--- config.mk ---
export PLATFORM = sky130hd
export DESIGN_NAME = golden_nonce_queue_flat
export DESIGN_NICKNAME = d
export VERILOG_FILES = /design/src/rtl/golden_nonce_queue_pkg.sv /design/src/rtl/golden_nonce_queue_if.sv /design/src/rtl/golden_nonce_queue_ram.sv /design/src/rtl/golden_nonce_queue.sv /design/src/flat_wrapper.sv
export SDC_FILE = /design/constraint.sdc
export NUM_CORES = 1
export LEC_CHECK = 0
export CORE_MARGIN = 8
export CORE_UTILIZATION = 52
export DETAILED_ROUTE_END_ITERATION = 10
export MAX_ROUTING_LAYER = met4
export PLACE_DENSITY = 0.75
export SYNTH_ARGS = -nofsm -noshare
export SYNTH_HDL_FRONTEND = slang
export SYNTH_SLANG_ARGS = --single-unit
--- constraint.sdc ---
create_clock -name hash_clk -period 4.75 [get_ports hash_clk]
set_input_delay 1.1875 -clock hash_clk [delete_from_list [all_inputs] [get_ports hash_clk]]
set_output_delay 1.1875 -clock hash_clk [all_outputs]
set_load 0.05 [all_outputs]
--- src/rtl/golden_nonce_queue_pkg.sv ---
// ---------------------------------------------------------------------------
// golden_nonce_queue_pkg
// Constants shared by the golden-nonce queue, its interface, and the
// control unit. They cover nonce width, drop-counter width, and the default
// hasher pipeline-latency correction. The package also provides a helper
// that applies that correction.
// ---------------------------------------------------------------------------
package golden_nonce_queue_pkg;

    localparam int          NONCE_W              = 32;
    localparam int          DROP_CNT_W           = 8;
    localparam logic [31:0] DEFAULT_NONCE_OFFSET = 32'd0;

    typedef logic [NONCE_W-1:0]    nonce_t;
    typedef logic [DROP_CNT_W-1:0] drop_cnt_t;

    // Maps the nonce counter value seen at the hit strobe back to the nonce
    // that actually produced the golden hash. Unsigned subtraction wraps
    // modulo 2^32 with no underflow flag.
    function automatic nonce_t offset_correct(nonce_t raw, nonce_t offset);
        return raw - offset;
    endfunction

endpackage

--- src/rtl/golden_nonce_queue_if.sv ---
// ---------------------------------------------------------------------------
// golden_nonce_queue_if
// This interface groups the producer (hit) signals, the consumer (out)
// handshake signals, and the queue status signals of golden_nonce_queue.
//   master : drives hit, hit_nonce, flush, out_ready
//            (control unit / comm block side)
//   slave  : drives out_valid, out_nonce, level, drop_count (the queue)
// ---------------------------------------------------------------------------
interface golden_nonce_queue_if
    import golden_nonce_queue_pkg::*;
#(
    parameter int DEPTH = 8
) ();

    localparam int LEVEL_W = $clog2(DEPTH) + 1;

    logic               hit;
    nonce_t             hit_nonce;
    logic               flush;
    logic               out_valid;
    nonce_t             out_nonce;
    logic               out_ready;
    logic [LEVEL_W-1:0] level;
    drop_cnt_t          drop_count;

    modport master (
        output hit, hit_nonce, flush, out_ready,
        input  out_valid, out_nonce, level, drop_count
    );

    modport slave (
        input  hit, hit_nonce, flush, out_ready,
        output out_valid, out_nonce, level, drop_count
    );

endinterface

--- src/rtl/golden_nonce_queue_ram.sv ---
// ---------------------------------------------------------------------------
// nonce_fifo_ram
// DEPTH x NONCE_W storage for the golden-nonce queue. It has a single
// synchronous write port and an asynchronous read port, which maps onto
// distributed RAM.
//   hash_clk : write clock
//   i_we     : write enable
//   i_waddr  : write address
//   i_wdata  : write data
//   i_raddr  : read address
//   o_rdata  : read data (combinational)
// ---------------------------------------------------------------------------
module nonce_fifo_ram
    import golden_nonce_queue_pkg::*;
#(
    parameter int DEPTH = 8,
    parameter int AW    = $clog2(DEPTH)
) (
    input  logic          hash_clk,
    input  logic          i_we,
    input  logic [AW-1:0] i_waddr,
    input  nonce_t        i_wdata,
    input  logic [AW-1:0] i_raddr,
    output nonce_t        o_rdata
);

    nonce_t r_mem [DEPTH];

    // NOTE: the storage array has no reset. Its contents are only read
    // where level says they are valid. A reset branch here would stop the
    // array from mapping onto distributed RAM.
    always_ff @(posedge hash_clk) begin
        if (i_we) begin
            r_mem[i_waddr] <= i_wdata;
        end
    end

    assign o_rdata = r_mem[i_raddr];

endmodule

--- src/rtl/golden_nonce_queue.sv ---
// ---------------------------------------------------------------------------
// golden_nonce_queue
// This is a first-word-fall-through FIFO of golden nonces found by the
// hasher. Each nonce is corrected by NONCE_OFFSET for pipeline latency
// before it is stored. A hit that arrives while the queue is full is lost
// and counted in a saturating drop counter. A flush (new work) empties the
// queue but keeps the drop count.
//   hash_clk : sole clock, rising edge
//   reset    : synchronous, active-high
//   bus      : golden_nonce_queue_if.slave
//              hit/hit_nonce/flush/out_ready in,
//              out_valid/out_nonce/level/drop_count out
// DEPTH must be a power of two in 2..64, so the pointers wrap naturally.
// ---------------------------------------------------------------------------
module golden_nonce_queue
    import golden_nonce_queue_pkg::*;
#(
    parameter int          DEPTH        = 8,
    parameter logic [31:0] NONCE_OFFSET = DEFAULT_NONCE_OFFSET
) (
    input  logic                   hash_clk,
    input  logic                   reset,
    golden_nonce_queue_if.slave    bus
);

    localparam int AW      = $clog2(DEPTH);
    localparam int LEVEL_W = AW + 1;

    logic [AW-1:0]      r_wr_ptr;
    logic [AW-1:0]      r_rd_ptr;
    logic [LEVEL_W-1:0] r_level;
    drop_cnt_t          r_drop_count;

    logic   w_empty;
    logic   w_full;
    logic   w_pop;
    logic   w_push;
    logic   w_drop;
    nonce_t w_wdata;
    nonce_t w_rdata;

    assign w_empty = (r_level == '0);
    assign w_full  = (r_level == LEVEL_W'(DEPTH));

    // A flush absorbs both sides. A pop frees the slot that a push into a
    // full queue needs in the same cycle. A pop needs a valid head, so
    // out_ready is ignored while the queue is empty.
    assign w_pop   = !w_empty && bus.out_ready && !bus.flush;
    assign w_push  = bus.hit && !bus.flush && (!w_full || w_pop);
    assign w_drop  = bus.hit && !bus.flush && w_full && !w_pop;
    assign w_wdata = offset_correct(bus.hit_nonce, NONCE_OFFSET);

    nonce_fifo_ram #(
        .DEPTH (DEPTH),
        .AW    (AW)
    ) u_ram (
        .hash_clk (hash_clk),
        .i_we     (w_push),
        .i_waddr  (r_wr_ptr),
        .i_wdata  (w_wdata),
        .i_raddr  (r_rd_ptr),
        .o_rdata  (w_rdata)
    );

    // NOTE: all state in this block uses non-blocking assignments. Every
    // register then updates from its pre-edge value, whatever the order of
    // the statements.
    always_ff @(posedge hash_clk) begin
        if (reset) begin
            r_wr_ptr     <= '0;
            r_rd_ptr     <= '0;
            r_level      <= '0;
            r_drop_count <= '0;
        end else if (bus.flush) begin
            // Drop count survives new work; only the queue contents go.
            r_wr_ptr <= '0;
            r_rd_ptr <= '0;
            r_level  <= '0;
        end else begin
            if (w_push) begin
                r_wr_ptr <= r_wr_ptr + AW'(1);
            end
            if (w_pop) begin
                r_rd_ptr <= r_rd_ptr + AW'(1);
            end
            case ({w_push, w_pop})
                2'b10:   r_level <= r_level + LEVEL_W'(1);
                2'b01:   r_level <= r_level - LEVEL_W'(1);
                default: r_level <= r_level;
            endcase
            if (w_drop && (r_drop_count != '1)) begin
                r_drop_count <= r_drop_count + DROP_CNT_W'(1);
            end
        end
    end

    assign bus.out_valid  = !w_empty;
    assign bus.out_nonce  = w_rdata;
    assign bus.level      = r_level;
    assign bus.drop_count = r_drop_count;

endmodule

--- src/flat_wrapper.sv ---
// flat-port wrapper written by rule: the top's interface ports become plain ports
module golden_nonce_queue_flat import golden_nonce_queue_pkg::*;
#(
    parameter int          DEPTH        = 8,
    parameter logic [31:0] NONCE_OFFSET = DEFAULT_NONCE_OFFSET
)
  (hash_clk, reset, bus_hit, bus_hit_nonce, bus_flush, bus_out_ready, bus_out_valid, bus_out_nonce, bus_level, bus_drop_count);
  golden_nonce_queue_if #(.DEPTH(DEPTH)) bus_i ();
  input  logic hash_clk;
  input  logic reset;
  input wire logic [$bits(bus_i.hit)-1:0] bus_hit;
  input wire logic [$bits(bus_i.hit_nonce)-1:0] bus_hit_nonce;
  input wire logic [$bits(bus_i.flush)-1:0] bus_flush;
  input wire logic [$bits(bus_i.out_ready)-1:0] bus_out_ready;
  output wire logic [$bits(bus_i.out_valid)-1:0] bus_out_valid;
  output wire logic [$bits(bus_i.out_nonce)-1:0] bus_out_nonce;
  output wire logic [$bits(bus_i.level)-1:0] bus_level;
  output wire logic [$bits(bus_i.drop_count)-1:0] bus_drop_count;
  assign bus_i.hit = bus_hit;
  assign bus_i.hit_nonce = bus_hit_nonce;
  assign bus_i.flush = bus_flush;
  assign bus_i.out_ready = bus_out_ready;
  assign bus_out_valid = bus_i.out_valid;
  assign bus_out_nonce = bus_i.out_nonce;
  assign bus_level = bus_i.level;
  assign bus_drop_count = bus_i.drop_count;
  golden_nonce_queue #(.DEPTH(DEPTH), .NONCE_OFFSET(NONCE_OFFSET)) u_core (.hash_clk(hash_clk), .reset(reset), .bus(bus_i));
endmodule
Word level (Yosys, flattened, before mapping)
Memories as Yosys holds them, arrays and structs flattened. A register that Yosys moved wholly into a read port is not among the register bits.
Index checks and enable logic that the tools add are counted.
W data, S select, Z words.
{"block": "classes", "n_addsub": 5, "mul": 0, "n_div": 0, "order_cmp": 0, "eq_ne": 4, "shift": 0, "mux": 5, "n_bitwise": 1, "n_reduce_logical": 16}
{"operator": "$add A8 B1 Y8 const B", "n": 1}
{"operator": "$ne A8 B8 Y1 const B", "n": 1}
{"operator": "$pmux W4 S2", "n": 1}
{"operator": "$logic_and A1 B1 Y1", "n": 7}
{"operator": "$add A3 B1 Y3 const B", "n": 2}
{"operator": "$mux W3", "n": 2}
{"operator": "$add A4 B1 Y4 const B", "n": 1}
{"operator": "$eq A4 B4 Y1 const B", "n": 1}
{"operator": "$logic_not A1 Y1", "n": 4}
{"operator": "$logic_not A4 Y1", "n": 1}
{"operator": "$sub A4 B1 Y4 const B", "n": 1}
{"operator": "$eq A2 B1 Y1 const B", "n": 1}
{"operator": "$eq A2 B2 Y1 const B", "n": 1}
{"operator": "$mux W1", "n": 2}
{"operator": "$reduce_and A2 Y1", "n": 1}
{"operator": "$reduce_bool A2 Y1", "n": 1}
{"operator": "$reduce_or A2 Y1", "n": 1}
{"operator": "$logic_or A1 B1 Y1", "n": 1}
{"operator": "$not A1 Y1", "n": 1}
{"block": "totals", "ff_bits": 18, "latch_bits": 0, "ramBits": 256, "mem_bits_ro": 0, "input_bits": 37, "output_inout_bits": 45, "memories": 1}
{"name": "u_core.u_ram.r_mem", "depth": 8, "width": 32, "read_ports": 1, "rd_ports_with_merged_regs": 1, "wr": 1, "line": "golden_nonce_queue_ram.sv:27", "text": "nonce_t r_mem [DEPTH];"}

Logic depth before layout (Yosys ltp)
Gate-level depths: netlist (run 1).
{"block": "depth", "depth_word": 8, "ltp_mapped": 9, "depth_no_buf": 8}

Modules after synthesis
From an unflattened synthesis (run 1), not the netlist that was laid out.
{"block": "hier_totals", "cells_unflattened": 486, "hier_area_um2": 10807.9}
{"mod": "nonce_fifo_ram", "instances": 1, "cells_each": 383, "area_each_um2": 9825.7, "seq_area_each_um2": 7687.4}
{"mod": "golden_nonce_queue", "instances": 1, "cells_each": 103, "area_each_um2": 982.2, "seq_area_each_um2": 360.3}

Worst setup path after synthesis (run 1)
No wires, ideal clock.
{"block": "synth_path", "path_type": "input-to-reg", "start": "input bus_hit", "end": "memory u_core.u_ram.r_mem[0][0] in the netlist's numbering, enable pin", "arrival_ps": 4076, "setup_slack_ps": 213, "cell_stages": 5, "cell_sequence": "buf_2 nor2b_1 o21a_1 nand2b_1 nor3_1"}
{"block": "synth_between", "elab_chain_len": 4}
{"item": "start: declaration", "line": "flat_wrapper.sv:11", "text": "input wire logic [$bits(bus_i.hit)-1:0] bus_hit;"}
{"item": "$logic_and A1 B1 Y1 (2 in series)", "line": "golden_nonce_queue.sv:49", "text": "assign w_push = bus.hit && !bus.flush && (!w_full || w_pop);"}
{"item": "$mux W1", "line": "golden_nonce_queue_ram.sv:33", "text": "if (i_we) begin"}
{"item": "$mux W1 (not written as such)", "line": "golden_nonce_queue_ram.sv:34", "text": "r_mem[i_waddr] <= i_wdata;"}
{"item": "end: declaration", "line": "golden_nonce_queue_ram.sv:27"}
Every way passes these cells.

==> impl_metrics.json, run 1 <==
{
  "status": "complete, no violations",
  "synth_cell_type_count": 47,
  "avgSynthCellArea_um2": 21.4,
  "cts_buffers": 26,
  "synth.top_cell.area_share": 0.716,
  "netlist_top_cells_area": "edfxtp_1 72%, mux4_2 13%, dfxtp_1 3.9%",
  "totalWireLength_mm": 20.4,
  "fp.dieW_um": 160,
  "io_pins": 82,
  "power_density_mw_per_mm2": 376,
  "syn-num-nets": 542,
  "ys_seq_area_frac": 0.755,
  "period_needed_ns": 4.27,
  "fin_tns_setup_ns": 0,
  "cts.clk_slew.worst_paths_ns": 0.06,
  "hold_path.startpoint": "u_core.r_wr_ptr[0]",
  "htreeDepth": 1,
  "criticalPathCategory": "reg -> out",
  "insertedDiodeCount": 0,
  "hold_buffers": 0,
  "hold_path_class": "reg -> reg",
  "crit_fanout": 29,
  "port_buffers": 81,
  "r2r_cells": 5,
  "via_count": 5093,
  "relSlewSlack": 0.445,
  "r2r_end": "u_core.u_ram.r_mem[6][2]",
  "hpwl_mm": 12.1,
  "wl_per_cell_um": 22.9,
  "synth-warning-count": 0,
  "gr-max-usage-layer": "met2",
  "cts_buffer_depth": 3,
  "met2_usage": 0.276,
  "synth_edf_count": 256,
  "cts_tree": "done",
  "root_buffer": "clkbuf_16",
  "whs_path_depth": 2,
  "drv_cap": 0,
  "async_flop_share": 0,
  "power.static_leakage_nw": 3.96,
  "antenna_found_initial": 0,
  "cp.required_ns": 3.56,
  "yosysTopAreaCell": "edfxtp_1",
  "rrSetupSlack_ns": 2.29,
  "drt-initial-drc-count": 409,
  "finalCritPeriodShare": 0.900,
  "synth_seq_cells": 277,
  "die_area_mm2": 0.0255,
  "area_growth_pct": 19.4,
  "slew_violations": 0,
  "max_freq_mhz": 234,
  "drt-pass1-iter-count": 5,
  "start_util": 0.531,
  "drive_gt1_frac": 0.273,
  "via_per_inst": 5.73,
  "die_h_um": 160,
  "post-cts-setup-buffer-count": 0,
  "hold_violations": 0,
  "worst_pin_slew_ns": 0.832,
  "whs_endpoint": "u_core.r_wr_ptr[0]",
  "cp-start-kind": "flip-flop",
  "met3_usage": 0.0285,
  "cts.sinks": 277,
  "ir_drop_uv": 246,
  "rsz0062_at_grt": "no",
  "grt_max_degree": 30,
  "r2r_start": "u_core.bus.level[0]",
  "worstSkewPairLatency_ns": 0.52,
  "critPathCaptureType": "output pin",
  "ctsResizeCount": 0,
  "grt_usage": 0.164,
  "finalSetupViolCount": 0,
  "met1_usage": 0.205,
  "rows": 52,
  "layout.nets": 640,
  "synth_area_mm2": 0.0107,
  "place.gp.congestion": 0.749,
  "core_region_area_mm2": 0.0202,
  "drc": 0,
  "fillers": 1320,
  "synth_cells": 501,
  "finalPower_w": 0.00482,
  "overflow": 0,
  "grt_pass1_vias": 5510,
  "fin_skew_ns": 0.0173,
  "ant_nets": 0,
  "worstPathArrival_ns": 3.09,
  "synthFlopType": "edfxtp_1",
  "grt_pass1_wl_mm": 31.8
}
## critical path, cell delays in order (launching register included)
cell and delay, ns:
dfxtp_2 0.87, buf_12 0.29, mux4_2 0.34, mux2_2 0.28, clkdlybuf4s50_1 0.75
## synth_stat cells (2+ instances only)
master	n
o31ai_1	2
buf_4	4
buf_2	7
buf_1	4
xnor2_1	4
mux2i_1	3
nand2b_1	7
a211oi_1	2
clkbuf_1	8
o21a_1	2
edfxtp_1	256
o21ai_0	4
nor3_1	6
inv_1	2
buf_6	2
ha_1	4
a21oi_1	6
and3_1	2
xor2_1	5
mux2_2	32
nor2_1	20
nand2_1	4
dfxtp_1	21
nand3_1	4
mux4_2	64
or3_1	5
## routing by layer
metal | vias up | part of all wire
met2 | 133 | 0.51
met3 | 22 | 0.050
met1 | 2658 | 0.43
li1 | 2280 | -
met4 | 0 | 0.013
met5 | - | 0
## worst max-delay path by stage
stage,from,end,slack (ns)
2_1_floorplan,bus_hit,u_core.u_ram.r_mem[0][0],0.21
3_3_place_gp,flip-flop,bus_out_nonce[15],1.06
3_5_place_dp,flip-flop,bus_out_nonce[24],0.97
4_1_cts,flip-flop,bus_out_nonce[24],0.39
5_1_grt,flip-flop,bus_out_nonce[24],0.34
6_report,flip-flop,bus_out_nonce[24],0.48
## metrics by stage
| step | worst slack [ns] | cell area (um2) | hold WS, ns | util | std cells |
|---|---|---|---|---|---|
| after detailed placement | 0.968 | 12000 | 0.496 | 0.594 | 841 |
| after CTS | 0.394 | 12800 | 0.507 | 0.634 | 889 |
| after global routing | 0.337 | 12800 | 0.532 | 0.634 | 889 |
| after global placement | 1.06 | 12000 | 0.481 | 0.594 | 841 |
| after floorplan | 0.213 | 10700 | 0.475 | - | 501 |
| final | 0.476 | 12800 | 0.505 | 0.634 | 889 |
## placed cells by master, fill, tap and decap left out, types with 3 or more instances in the layout
master / instances
edfxtp_1: 256
clkdlybuf4s50_1: 81
mux4_2: 64
mux2_2: 32
clkbuf_16: 26
dfxtp_1: 18
nor2_1: 14
clkinv_2: 8
buf_12: 8
nand2b_1: 7
buf_4: 7
nor2_4: 6
a21oi_1: 6
xor2_1: 5
or3_1: 5
nor3_1: 4
nand2_1: 4
nand3_1: 4
o21ai_0: 4
xnor2_1: 4
ha_1: 4
clkinv_1: 4
mux2i_1: 3
clkinvlp_4: 3
clkbuf_1: 3
## flip-flops by register name, summed over array words and instances, names as in the netlist, named ones only
register and cells:
u_core.bus.drop_count 8, u_core.bus.level 4, u_core.u_ram.r_mem 256, u_core.r_wr_ptr 3, u_core.r_rd_ptr 3
## power breakdown
part,switching (W),total [W],internal (W)
logic,0.000128,0.000218,0.0000900
clock network,0.000849,0.00192,0.00107
registers,0.00000780,0.00269,0.00268
## final cells by class
class                      instances  area, um2  area share
clock buffer                      29        662      0.0516
clock inverter                    19        141      0.0110
multi-input combinational        196       2540       0.198
timing repair buffer              96       1020      0.0798
sequential                       277       8110       0.633
inverter                           2       7.51    0.000585
tap                              270        338      0.0263
## cells by family (layout without fill, tap and decap cells)
group | count (synthesis) | count (layout) | synth area share
xor gates and xnor gates | 9 | 9 | 0.00734
AOI/OAI and AO/OA | 23 | 23 | 0.0163
and+or+nand+nor | 61 | 61 | 0.0325
buffers and inverters | 28 | 146 | 0.0135
DFF | 277 | 277 | 0.755
muxes | 99 | 99 | 0.171
adders and majority gates | 4 | 4 | 0.00466
Note: power is estimated with default switching activity, not from simulation.
==> run 2, diff against run 1 <==
--- a/config.mk
+++ b/config.mk
@@ -8,6 +8,7 @@
 export CORE_MARGIN = 8
 export CORE_UTILIZATION = 52
 export DETAILED_ROUTE_END_ITERATION = 10
+export HOLD_SLACK_MARGIN = 0.02
 export MAX_ROUTING_LAYER = met4
 export PLACE_DENSITY = 0.75
 export SYNTH_ARGS = -nofsm -noshare
==> results of run 2 <==
No change in the layout: final DEF, timing and power equal those of run 1.
==> run 3, diff against run 2 <==
--- a/config.mk
+++ b/config.mk
@@ -9,7 +9,6 @@
 export CORE_UTILIZATION = 52
 export DETAILED_ROUTE_END_ITERATION = 10
 export HOLD_SLACK_MARGIN = 0.02
-export MAX_ROUTING_LAYER = met4
 export PLACE_DENSITY = 0.75
 export SYNTH_ARGS = -nofsm -noshare
 export SYNTH_HDL_FRONTEND = slang
==> impl_metrics.json, run 3 (synthesis gave the netlist of run 1 again) <==
{
  "fin_tns_setup_ns": 0,
  "htreeDepth": 1,
  "cts_tree": "done",
  "grt_pass1_wl_mm": 31.8,
  "grt_pass1_vias": 5520,
  "pwr-share-comb": 0.045,
  "crit_fanout": 29,
  "via_per_inst": 5.79,
  "layout_commonest_cell": "edfxtp_1",
  "clkPwrFrac": 0.397,
  "finalCritPeriodShare": 0.897,
  "hpwl_mm": 12.1,
  "hold_buffers": 0,
  "insertedDiodeCount": 0,
  "rsz0062_at_grt": "no",
  "worstSkewPairLatency_ns": 0.52,
  "cp.required_ns": 3.56,
  "period_needed_ns": 4.26,
  "io_pins": 82,
  "ir_drop_uv": 248,
  "via_count": 5151,
  "ctsResizeCount": 0,
  "totalWireLength_mm": 20.3,
  "area_growth_pct": 19.4,
  "hold_path.startpoint": "u_core.r_wr_ptr[0]",
  "rows": 52,
  "dp.cells": 841,
  "fp.dieW_um": 160,
  "critPathCaptureType": "output pin",
  "swShare": 0.204,
  "antenna_found_initial": 0,
  "fin_skew_ns": 0.0165,
  "layout.nets": 640,
  "slew_violations": 0,
  "p_switching_w": 0.000983,
  "rrSetupSlack_ns": 2.30,
  "seqPwrFrac": 0.558,
  "cts.sinks": 277,
  "status": "complete, no violations",
  "cts_buffer_depth": 3,
  "max_freq_mhz": 235,
  "cp-start-kind": "flip-flop",
  "largest_reg_flops": 256,
  "mostFrequentLayoutCells": "256 x edfxtp_1, 81 x clkdlybuf4s50_1, 64 x mux4_2",
  "grt_max_degree": 30,
  "drt-pass1-iter-count": 5,
  "place.gp.congestion": 0.740,
  "finalPower_w": 0.00482,
  "die_h_um": 160,
  "finish.utilization": 0.634,
  "drive_gt1_frac": 0.273,
  "post-cts-setup-buffer-count": 0,
  "p_int_w": 0.00384,
  "drc": 0,
  "drv_cap": 0,
  "power.static_leakage_nw": 3.96,
  "port_buffers": 81,
  "hold_violations": 0,
  "ant_nets": 0,
  "cts_buffers": 26,
  "r2r_start": "u_core.bus.level[0]",
  "wl_per_cell_um": 22.8,
  "worstPathArrival_ns": 3.07,
  "criticalPathCategory": "reg -> out",
  "hold_path_class": "reg -> reg",
  "finalSetupViolCount": 0,
  "core_region_area_mm2": 0.0202,
  "worst_pin_slew_ns": 0.816,
  "drt-initial-drc-count": 372,
  "cts.clk_slew.worst_paths_ns": 0.07,
  "final_cells": 889,
  "grt_usage": 0.159,
  "overflow": 0,
  "fillers": 1320,
  "power_density_mw_per_mm2": 376,
  "relSlewSlack": 0.456,
  "die_area_mm2": 0.0255,
  "root_buffer": "clkbuf_16",
  "start_util": 0.531,
  "top_register": "u_core.u_ram.r_mem"
}
[run 3: worst max-delay path, cell delays in order (launching register included)]
cell	delay (ns)
dfxtp_2	0.86
buf_12	0.30
mux4_2	0.34
mux2_2	0.28
clkdlybuf4s50_1	0.74
[run 3: path summary, 6_finish.rpt]
check / cells past startpoint / endpoint
max reg2reg: 5 / u_core.u_ram.r_mem[6][2]
min: 2 / u_core.r_wr_ptr[0]
min reg2reg: 2 / u_core.r_wr_ptr[0]
max: 4 / bus_out_nonce[24]
[run 3: power groups by stage]
stage                     sequential (W)  combinational (W)  clock (W)
after floorplan                  0.00274           0.000118          0
after global placement           0.00274           0.000214          0
after detailed placement         0.00274           0.000220          0
after CTS                        0.00269           0.000221    0.00195
after global routing             0.00269           0.000231    0.00204
final                            0.00269           0.000218    0.00191
[run 3: layer usage]
layer	GRT usage	share of wire	wire length, um	vias up
li1	-	-	-	2279
met1	0.202	0.42	8420	2690
met2	0.276	0.51	10400	160
met3	0.0311	0.059	1200	22
met4	0.0390	0.013	264	0
met5	0	0	0	-
[run 3: final cells by class]
| type | count | area, um2 | share of cell area |
|---|---|---|---|
| well taps | 270 | 338 | 0.0263 |
| inverters | 2 | 7.51 | 0.000585 |
| clock buffers | 29 | 662 | 0.0516 |
| clock inverters | 19 | 141 | 0.0110 |
| multi-input cells | 196 | 2540 | 0.198 |
| repair buffers | 96 | 1020 | 0.0798 |
| flip-flops and latches | 277 | 8110 | 0.633 |
[run 3: metrics by stage]
stage	worst slack (ns)	area, um2	hold WS [ns]
2_1_floorplan	0.213	10700	0.475
3_3_place_gp	1.06	12000	0.481
3_5_place_dp	0.968	12000	0.496
4_1_cts	0.394	12800	0.507
5_1_grt	0.337	12800	0.532
6_report	0.488	12800	0.506
